--- src/rtl/ritc_idelay_eye_trainer.sv ---
// Per-lane IDELAY eye trainer: sweeps every tap, measures capture stability, finds the
// longest stable window, writes its centre tap back and reports the eye per lane.
module ritc_idelay_eye_trainer #(
    parameter int unsigned NTAPS         = 32,
    parameter int unsigned SETTLE_CYCLES = 16,
    parameter int unsigned DWELL_CYCLES  = 256,
    parameter int unsigned MIN_WIDTH     = 4
) (
    input  logic        SYSCLK,
    input  logic        rst_i,
    input  logic        start_i,
    input  logic [11:0] bit_mask_i,
    input  logic [47:0] ch_dat_i,
    output logic        dly_wr_o,
    output logic [3:0]  dly_bit_o,
    output logic [4:0]  dly_val_o,
    input  logic        dly_ack_i,
    output logic        busy_o,
    output logic        res_valid_o,
    output logic [3:0]  res_bit_o,
    output logic [4:0]  res_start_o,
    output logic [5:0]  res_width_o,
    output logic [4:0]  res_center_o,
    output logic        res_fail_o,
    output logic        done_o
);

    typedef enum logic [3:0] {
        StIdle, StSetTap, StSettle, StDwell, StEval, StSetCenter, StReport, StNextBit, StDone
    } state_t;

    localparam logic [4:0]  LastTap   = 5'(NTAPS - 1);
    localparam logic [15:0] SettleEnd = 16'(SETTLE_CYCLES - 1);
    localparam logic [15:0] DwellEnd  = 16'(DWELL_CYCLES - 1);
    localparam logic [5:0]  MinWidth  = 6'(MIN_WIDTH);

    state_t      state_q;
    logic [11:0] mask_q;
    logic [3:0]  bit_q;
    logic [4:0]  tap_q;
    logic [15:0] cnt_q;
    logic [3:0]  ref_q;
    logic        err_q;
    logic [4:0]  cur_start_q;
    logic [5:0]  cur_len_q;
    logic [4:0]  best_start_q;
    logic [5:0]  best_len_q;

    logic [11:0] smp [4];
    logic [3:0]  nib;
    logic [3:0]  nxt_bit;
    logic        good;
    logic        close_run;
    logic [5:0]  eval_len;
    logic [4:0]  eval_start;
    logic [5:0]  new_best_len;
    logic [4:0]  new_best_start;
    logic [5:0]  center_sum;

    always_comb begin
        for (int k = 0; k < 4; k++) begin
            smp[k] = ch_dat_i[12*k +: 12];
            nib[k] = smp[k][bit_q];
        end
    end

    // Descending scan so the lowest set lane wins.
    always_comb begin
        nxt_bit = '0;
        for (int i = 11; i >= 0; i--) begin
            if (mask_q[i]) nxt_bit = 4'(i);
        end
    end

    // Run bookkeeping for the current tap; the centre is derived from the post-EVAL best run
    // so the final write can be launched straight out of EVAL.
    always_comb begin
        good       = !err_q;
        eval_len   = good ? cur_len_q + 6'd1 : cur_len_q;
        eval_start = (good && cur_len_q == 6'd0) ? tap_q : cur_start_q;
        close_run  = !good || (tap_q == LastTap);
        new_best_len   = best_len_q;
        new_best_start = best_start_q;
        if (close_run && eval_len > best_len_q) begin
            new_best_len   = eval_len;
            new_best_start = eval_start;
        end
        center_sum = {1'b0, new_best_start} + (new_best_len >> 1);
    end

    always_ff @(posedge SYSCLK) begin
        if (rst_i) begin
            state_q      <= StIdle;
            mask_q       <= '0;
            bit_q        <= '0;
            tap_q        <= '0;
            cnt_q        <= '0;
            ref_q        <= '0;
            err_q        <= 1'b0;
            cur_start_q  <= '0;
            cur_len_q    <= '0;
            best_start_q <= '0;
            best_len_q   <= '0;
            dly_wr_o     <= 1'b0;
            dly_bit_o    <= '0;
            dly_val_o    <= '0;
            busy_o       <= 1'b0;
            res_valid_o  <= 1'b0;
            res_bit_o    <= '0;
            res_start_o  <= '0;
            res_width_o  <= '0;
            res_center_o <= '0;
            res_fail_o   <= 1'b0;
            done_o       <= 1'b0;
        end else begin
            res_valid_o <= 1'b0;
            done_o      <= 1'b0;
            unique case (state_q)
                StIdle: begin
                    if (start_i) begin
                        mask_q  <= bit_mask_i;
                        busy_o  <= 1'b1;
                        state_q <= StNextBit;
                    end
                end
                StNextBit: begin
                    if (mask_q == '0) begin
                        done_o  <= 1'b1;
                        state_q <= StDone;
                    end else begin
                        bit_q        <= nxt_bit;
                        mask_q       <= mask_q & ~(12'd1 << nxt_bit);
                        tap_q        <= '0;
                        err_q        <= 1'b0;
                        cur_start_q  <= '0;
                        cur_len_q    <= '0;
                        best_start_q <= '0;
                        best_len_q   <= '0;
                        dly_wr_o     <= 1'b1;
                        dly_bit_o    <= nxt_bit;
                        dly_val_o    <= '0;
                        state_q      <= StSetTap;
                    end
                end
                StSetTap: begin
                    if (dly_ack_i) begin
                        dly_wr_o <= 1'b0;
                        cnt_q    <= '0;
                        state_q  <= StSettle;
                    end
                end
                StSettle: begin
                    if (cnt_q == SettleEnd) begin
                        cnt_q   <= '0;
                        state_q <= StDwell;
                    end else begin
                        cnt_q <= cnt_q + 16'd1;
                    end
                end
                StDwell: begin
                    if (cnt_q == '0) begin
                        ref_q <= nib;
                        err_q <= 1'b0;
                    end else if (nib != ref_q) begin
                        err_q <= 1'b1;
                    end
                    if (cnt_q == DwellEnd) begin
                        cnt_q   <= '0;
                        state_q <= StEval;
                    end else begin
                        cnt_q <= cnt_q + 16'd1;
                    end
                end
                StEval: begin
                    best_len_q   <= new_best_len;
                    best_start_q <= new_best_start;
                    cur_len_q    <= close_run ? 6'd0 : eval_len;
                    cur_start_q  <= eval_start;
                    dly_wr_o     <= 1'b1;
                    if (tap_q == LastTap) begin
                        dly_val_o <= center_sum[4:0];
                        state_q   <= StSetCenter;
                    end else begin
                        tap_q     <= tap_q + 5'd1;
                        dly_val_o <= tap_q + 5'd1;
                        state_q   <= StSetTap;
                    end
                end
                StSetCenter: begin
                    if (dly_ack_i) begin
                        dly_wr_o     <= 1'b0;
                        res_valid_o  <= 1'b1;
                        res_bit_o    <= bit_q;
                        res_start_o  <= best_start_q;
                        res_width_o  <= best_len_q;
                        res_center_o <= dly_val_o;
                        res_fail_o   <= best_len_q < MinWidth;
                        state_q      <= StReport;
                    end
                end
                StReport: state_q <= StNextBit;
                StDone: begin
                    busy_o  <= 1'b0;
                    state_q <= StIdle;
                end
                default: state_q <= StIdle;
            endcase
        end
    end

endmodule

--- config.mk ---
export PLATFORM = sky130hd
export DESIGN_NAME = ritc_idelay_eye_trainer
export DESIGN_NICKNAME = d
export VERILOG_FILES = /design/src/rtl/ritc_idelay_eye_trainer.sv
export SDC_FILE = /design/constraint.sdc
export NUM_CORES = 1
export LEC_CHECK = 0
export ABC_CLOCK_PERIOD_IN_PS = 3950
export BUFFER_PORTS_ARGS = -buffer_cell sky130_fd_sc_hd__clkbuf_2
export CORE_MARGIN = 8
export CORE_UTILIZATION = 34
export CTS_CLUSTER_SIZE = 40
export DETAILED_ROUTE_END_ITERATION = 12
export PLACE_DENSITY = 0.55
export SYNTH_ARGS = -nofsm -noshare
export SYNTH_HDL_FRONTEND = slang
export SYNTH_SLANG_ARGS = --single-unit
export TNS_END_PERCENT = 1
--- constraint.sdc ---
create_clock -name SYSCLK -period 3.95 [get_ports SYSCLK]
set_input_delay 0.79 -clock SYSCLK [delete_from_list [all_inputs] [get_ports SYSCLK]]
set_output_delay 0.79 -clock SYSCLK [all_outputs]
set_load 0.02 [all_outputs]
After elaboration in Yosys (flattened, before gate mapping)
Index checks and enable logic that the tools add are counted.
- add/sub/neg operators: 4
- $lt $le $gt $ge: 3
- equality and inequality tests: 22
- shift operators: 1
- muxes and demuxes: 61
- bitwise operators: 5
- reduce and logical (&&, ||, !) cells: 29
- operators by type and width (operator ; number):
    4-bit two-way mux ; 18
    16-bit two-way mux ; 3
    16-bit case mux with 3 select lines ; 1
    5-bit case mux with 2 select lines ; 4
    4-bit case mux with 8 select lines ; 1
    5-bit two-way mux ; 5
    12-bit two-way mux ; 2
    6-bit two-way mux ; 4
    12-bit case mux with 2 select lines ; 1
    6-bit case mux with 2 select lines ; 2
    16-bit by 1-bit adder with 16-bit output (second input constant) ; 1
    1-bit binary-select mux with 4-bit select ; 4
    16-bit by 4-bit == test with 1-bit output (second input constant) ; 1
    16-bit by 8-bit == test with 1-bit output (second input constant) ; 1
    4-bit by 3-bit == test with 1-bit output (second input constant) ; 4
    16-bit logical NOT ; 1
    2-bit != test (second input constant) ; 8
    3-bit AND reduction ; 5
    12-bit AND ; 1
    12-bit logical NOT ; 1
    1-bit two-way mux ; 12
    12-bit NOT ; 1
    2-bit AND reduction ; 6
    1-bit by 4-bit << shifter with 12-bit output (first input constant) ; 1
    other kinds (26) ; 37
- bits in registers: 98
- bits of input ports: 64
- output and inout bits: 34
- logic and storage cells: 147

Depth between registers and ports, before layout
- word-level depth: 17
- gate-level depth with buffers: 18
- mapped depth without buffers: 17

Least setup slack after synthesis
OpenSTA, ideal clock, no wires.
- path type: register to register
- start point: reg cur_len_q[0]
- end point: reg dly_val_o[2]
- library setup time: 130 ps
- data arrival time: 3994 ps
- data required time: 3820 ps
- path slack: -173 ps
- stages on the path, launching flop included: 18
- buffers on the path: 1
- period minus slack after synthesis: 4123 ps
- path through: dfxtp_1 > ha_1 > nor2b_1 > nand3_1 > xnor2_1 > ha_1 > and4_1 > a31o_2 > a31oi_2 > clkbuf_1 > a21oi_1 > ha_1 > fa_1 > or3b_2 > a21oi_1 > a41oi_1 > o221ai_1 > o31ai_1
- cells in the longest elaborated chain, start to end: 8
- elaborated cells between the ends (all ways): 12
- ends and longest elaborated chain (item ; RTL line ; source):
    start, declared ; 45 ; logic [5:0] cur_len_q;
    start signal, assigned ; 177 ; cur_len_q <= close_run ? 6'd0 : eval_len;
    6-bit by 1-bit adder with 6-bit output ; 79 ; eval_len = good ? cur_len_q + 6'd1 : cur_len_q;
    6-bit two-way mux ; 79 ;
    6-bit greater-than comparator ; 84 ; if (close_run && eval_len > best_len_q) begin
    1-bit logical AND ; 84 ;
    5-bit two-way mux or 6-bit two-way mux (tied branches) ; 84 ;
    5-bit adder (*) ; 88 ; center_sum = {1'b0, new_best_start} + (new_best_len >> 1);
    5-bit two-way mux (*) ; 180 ; if (tap_q == LastTap) begin
    5-bit case mux with 2 select lines (*) ; 118 ; unique case (state_q)
    end signal, assigned ; 181 ; dly_val_o <= center_sum[4:0];
    end signal, assigned ; 185 ; dly_val_o <= tap_q + 5'd1;
    end, declared ; 16 ; output logic [4:0] dly_val_o,
Mark *: on every way between the ends. The rest lies on a longest branch, timed or not. The select of a mux whose other input is x is not followed.
A chain may end at the register's enable or synchronous reset.

Final worst setup path
Ends and elaborated chain as after synthesis.

==> Implementation_results.wiki <==
{| class="wikitable"
! Metric !! Value
|-
| Status || finished, final reports clean
|-
| Complex-gate fraction of the synthesized area || between 10% and 20%
|-
| Required time reported for the critical path endpoint || roughly 4200 ps
|-
| F_max || around 270 MHz
|-
| Violation count after the first detailed-routing iteration || roughly 270
|-
| Congestion Overflow GR || 0
|-
| Number of violations of the max-capacitance limit || 0
|-
| Maximum fanout along the worst path || 7
|-
| Post-synthesis share of cell area spent on and, or, nand and nor gates || between 20% and 30%
|-
| Worst-path clk slew || approximately 70 ps
|-
| Most frequent cells after synthesis || sky130_fd_sc_hd__dfxtp_1, sky130_fd_sc_hd__nand2_1, sky130_fd_sc_hd__nor2_1
|-
| Total number of yosys warnings || 0
|-
| Area of the mapped netlist || 5280 µm²
|-
| Die Width || approximately 140 µm
|-
| Source-to-sink clock delay at the later pin of the worst-skew pair || around 350 ps
|-
| Growth of design area from synthesis to finish || 21.6%
|-
| Destination of the worst hold path || res_center_o[0]
|-
| Remaining antenna violation count || 0
|-
| Area share of xor/xnor cells in the synthesized design || roughly 5%
|-
| Largest area contributor in the synthesized netlist || sky130_fd_sc_hd__dfxtp_1
|-
| Diode count || 0
|-
| Wire length per cell after detailed routing || between 15 and 20 µm
|-
| Largest family of logic cells by synthesized area || simple AND/OR/NAND/NOR gates
|-
| Half-perimeter wire length after detailed placement || 11.2 mm
|-
| Library cell with the highest instance count after synthesis || sky130_fd_sc_hd__dfxtp_1
|-
| Cell variety after synth || 64
|-
| Cells on Worst Hold Path || 2
|-
| RSZ-0062 raised after global routing || no
|-
| Reg-to-reg endpoint || dly_val_o[2]
|-
| Cts bufs inserted || 9
|-
| Starting utilization of the core area || between 30% and 40%
|-
| Placed instance count || 907
|-
| Total setup violations reported at the end of the flow || 0
|-
| Max clock buf depth || 2
|-
| Worst reg2reg setup slack || approximately 200 ps
|-
| R2R Path Start || cur_len_q[0]
|-
| Worst reg2reg path depth || 16
|-
| Gr usage total || 14.9%
|-
| Number of buffers inserted by port buffering || 97
|-
| Measured slew at the worst slew-check pin || roughly 1000 ps
|-
| Fraction of post-synthesis cell area in the top cell type by area || 37.2%
|-
| Shortest period the worst path allows || 3740 ps
|-
| DIE HEIGHT || between 100 and 150 µm
|-
| List of cells traversed by the critical path || ha_1 > nor2b_4 > nand3_1 > xnor2_2 > ha_1 > and4_1 > a31o_2 > a31oi_4 > buf_6 > a21oi_1 > fa_2 > or3b_2 > a21oi_1 > a41oi_1 > o221ai_1 > o31ai_1
|-
| Vias in the first global route || approximately 4900
|-
| Element type at the critical path start || register
|-
| Total power per unit cell area || around 480 nW/µm²
|-
| Data arrival time of the critical path || between 3000 and 4000 ps
|-
| Synth Register Bits || 98
|-
| H-tree levels || 3
|-
| Master of the slowest instance on the critical path || sky130_fd_sc_hd__or3b_2
|-
| Stage delay of the slowest cell on the critical path || approximately 460 ps
|-
| Number of iterations in the first detailed-routing pass || 5
|-
| Fillers || ~1600
|-
| Critical setup path kind || reg -> reg
|-
| Maximum number of pins on one net before global-route repair || between 40 and 50
|-
| Adder and majority cell fraction of the synthesized area || approximately 4.2%
|-
| Standard-cell row count || 45
|-
| CTS tree || yes
|-
| Kind of path behind the tightest hold check || reg -> reg
|-
| CORE AREA || around 15000 µm²
|-
| Non-filler cells in the finished layout || slightly above 900
|-
| Flip-flop and latch area || ~2000 µm²
|-
| Share of synthesized area spent on multiplexers || 8.44%
|-
| Slew Limit Fails || 0
|-
| Fraction of synthesis flops using an asynchronous set or reset pin || 0%
|-
| Final Hold Viols || 0
|-
| Most used flip-flop cell after synthesis || sky130_fd_sc_hd__dfxtp_1
|-
| Number of antenna violations at the first check in global routing || 0
|-
| CTS Root Buffer Type || sky130_fd_sc_hd__clkbuf_16
|-
| Fraction of final layout cells sized beyond drive strength 1 || approximately a quarter
|-
| Net count after synthesis || 719
|-
| Part of the cycle the worst path needs || about 95%
|-
| Via count of the routed design || just under 5000
|-
| Mean area per synthesized cell || a little over 8 µm²
|-
| Last weighted congestion value of the routability-driven placer || slightly below 0.9
|-
| Routed wire length || roughly 15 mm
|-
| Clock Skew || 8.53 ps
|-
| Leakage power total || 2.51 nW
|-
| Number of primary I/O pins || 98
|-
| Remaining routing DRC violations || 0
|-
| Sequential share of the synthesized area || between 30% and 40%
|-
| Total Power Consumption || just over 3 mW
|-
| Worst Hold Launch || res_center_o[0]
|-
| Clk sink count || between 90 and 100
|-
| Cells taking the most area after synthesis || sky130_fd_sc_hd__dfxtp_1, sky130_fd_sc_hd__a21oi_1, sky130_fd_sc_hd__nand2_1
|-
| Number of synthesized flops with an enable pin || 0
|-
| Kind of end point of the critical path || register
|-
| Detailed-route vias per instance || between 5 and 6
|-
| Area occupied by multi-input gates || about 3100 µm²
|-
| Die footprint || between 15000 and 20000 µm²
|-
| Worst slew margin relative to its limit || roughly a third
|-
| Post-Syn Instances || roughly 640
|-
| Count of nets after finishing || 814
|-
| Worst IR Drop VDD || 0.268 mV
|-
| First-pass GRT wire length || around 24 mm
|-
| Post-Route Setup TNS || 0 ps
|}
-- layer usage --
| layer | vias to the layer above | part of all wire [%] | wire, µm | GRT usage [%] |
|---|---|---|---|---|
| met3 | 17 | 3.9 | 574 | 3.44 |
| met5 | - | 0 | 0 | 0 |
| li1 | 2454 | - | - | - |
| met1 | 2346 | 44 | 6420 | 17.9 |
| met4 | 0 | 1.4 | 206 | 4.36 |
| met2 | 95 | 51 | 7490 | 25.9 |
-- worst max-delay path: cells and delay by family, from the launching register on --
kind                     cells  cell delay [ps]
AND/OR/NAND/NOR              4              920
adder cells (fa/ha/maj)      3              890
AO/OA/AOI/OAI                7             1090
buffers and inverters        1              170
XOR/XNOR                     1              180
flip-flops                   1              360
-- per-stage QoR --
step / hold WS [ps] / cell area, µm² / util (%) / worst slack (ps)
after floorplan: 445 / 5300 / - / 16.0
after global placement: 443 / 6010 / 39.5 / 126
after detailed placement: 449 / 6010 / 39.5 / 15.9
after CTS: 459 / 6360 / 41.9 / 4.03
after global routing: 476 / 6420 / 42.2 / 1.99
final: 455 / 6420 / 42.2 / 206
-- worst max path at each step --
stage,depth (start not counted),to,slack [ps],start
final,16,dly_val_o[2],210,cur_len_q[0]
after global routing,16,dly_val_o[2],2,cur_len_q[1]
after CTS,16,dly_val_o[2],4,cur_len_q[0]
after detailed placement,17,dly_val_o[2],20,cur_len_q[0]
after global placement,17,dly_val_o[2],130,cur_len_q[1]
after floorplan,17,dly_val_o[2],20,cur_len_q[0]
-- report_power, final --
| part | internal (mW) | leakage, nW | total, mW | switching [mW] |
|---|---|---|---|---|
| Sequential | 1.06 | 0.793 | 1.17 | 0.114 |
| Clock | 0.639 | 0.173 | 1.03 | 0.394 |
| Combinational | 0.338 | 1.55 | 0.892 | 0.554 |
-- state kept, by name (all words and copies together), names as in the netlist, 4 cells and up --
name,flops
cnt_q,16
mask_q,12
best_len_q,6
cur_len_q,6
res_width_o,6
best_start_q,5
cur_start_q,5
dly_val_o,5
res_center_o,5
res_start_o,5
tap_q,5
bit_q,4
ref_q,4
res_bit_o,4
state_q,4
-- area by class of cell --
type	count	share of cell area, %
well taps	188	3.66
flip-flops and latches	98	30.6
inverters	16	0.935
multi-input cells	488	49.0
clock buffers	10	3.72
clock inverters	6	1.75
repair buffers	120	10.4
-- cell usage in the layout, fill, tap and decap left out, types with 3 or more instances in the layout --
| cell | synthesis | final |
|---|---|---|
| sky130_fd_sc_hd__a21o_1 | 5 | 5 |
| sky130_fd_sc_hd__a21oi_1 | 70 | 69 |
| sky130_fd_sc_hd__a22oi_1 | 17 | 17 |
| sky130_fd_sc_hd__a31oi_1 | 4 | 4 |
| sky130_fd_sc_hd__a32oi_1 | 4 | 4 |
| sky130_fd_sc_hd__a41oi_1 | 5 | 5 |
| sky130_fd_sc_hd__and3_1 | 4 | 4 |
| sky130_fd_sc_hd__and4_1 | 3 | 3 |
| sky130_fd_sc_hd__buf_4 | 3 | 21 |
| sky130_fd_sc_hd__bufinv_16 | 0 | 3 |
| sky130_fd_sc_hd__clkbuf_16 | 0 | 9 |
| sky130_fd_sc_hd__clkbuf_2 | 0 | 97 |
| sky130_fd_sc_hd__dfxtp_1 | 98 | 96 |
| sky130_fd_sc_hd__ha_1 | 16 | 15 |
| sky130_fd_sc_hd__inv_1 | 16 | 16 |
| sky130_fd_sc_hd__mux2i_1 | 16 | 16 |
| sky130_fd_sc_hd__mux4_2 | 12 | 12 |
| sky130_fd_sc_hd__nand2_1 | 90 | 90 |
| sky130_fd_sc_hd__nand2b_1 | 4 | 4 |
| sky130_fd_sc_hd__nand3_1 | 20 | 20 |
| sky130_fd_sc_hd__nand3b_1 | 4 | 4 |
| sky130_fd_sc_hd__nand4_1 | 4 | 4 |
| sky130_fd_sc_hd__nor2_1 | 78 | 78 |
| sky130_fd_sc_hd__nor2b_1 | 8 | 7 |
| sky130_fd_sc_hd__nor3_1 | 13 | 13 |
| sky130_fd_sc_hd__nor4_1 | 7 | 7 |
| sky130_fd_sc_hd__o21ai_0 | 32 | 28 |
| sky130_fd_sc_hd__o21ai_1 | 0 | 3 |
| sky130_fd_sc_hd__or3_1 | 3 | 3 |
| sky130_fd_sc_hd__xnor2_1 | 13 | 12 |
| sky130_fd_sc_hd__xor2_1 | 17 | 16 |
-- kinds of logic (layout without fill, tap and decap cells) --
logic type / count (synthesis) / in the layout
mux: 29 / 29
compound gates: 156 / 156
flops: 98 / 98
simple gates: 256 / 256
xor+xnor: 30 / 30
fa+ha+maj: 17 / 17
buf+inv: 52 / 152
-- repair_timing --
| item | 4_1_cts | 5_1_grt |
|---|---|---|
| hold buffers | 0 | 0 |
| pin swaps | 0 | 3 |
| endpoints found under the hold margin | 0 | 0 |
| setup buffers | 0 | 3 |
| resized for setup | 1 | 14 |
| setup endpoints to repair | 1 | 4 |
No activity file was read; power rests on OpenSTA's default activity.
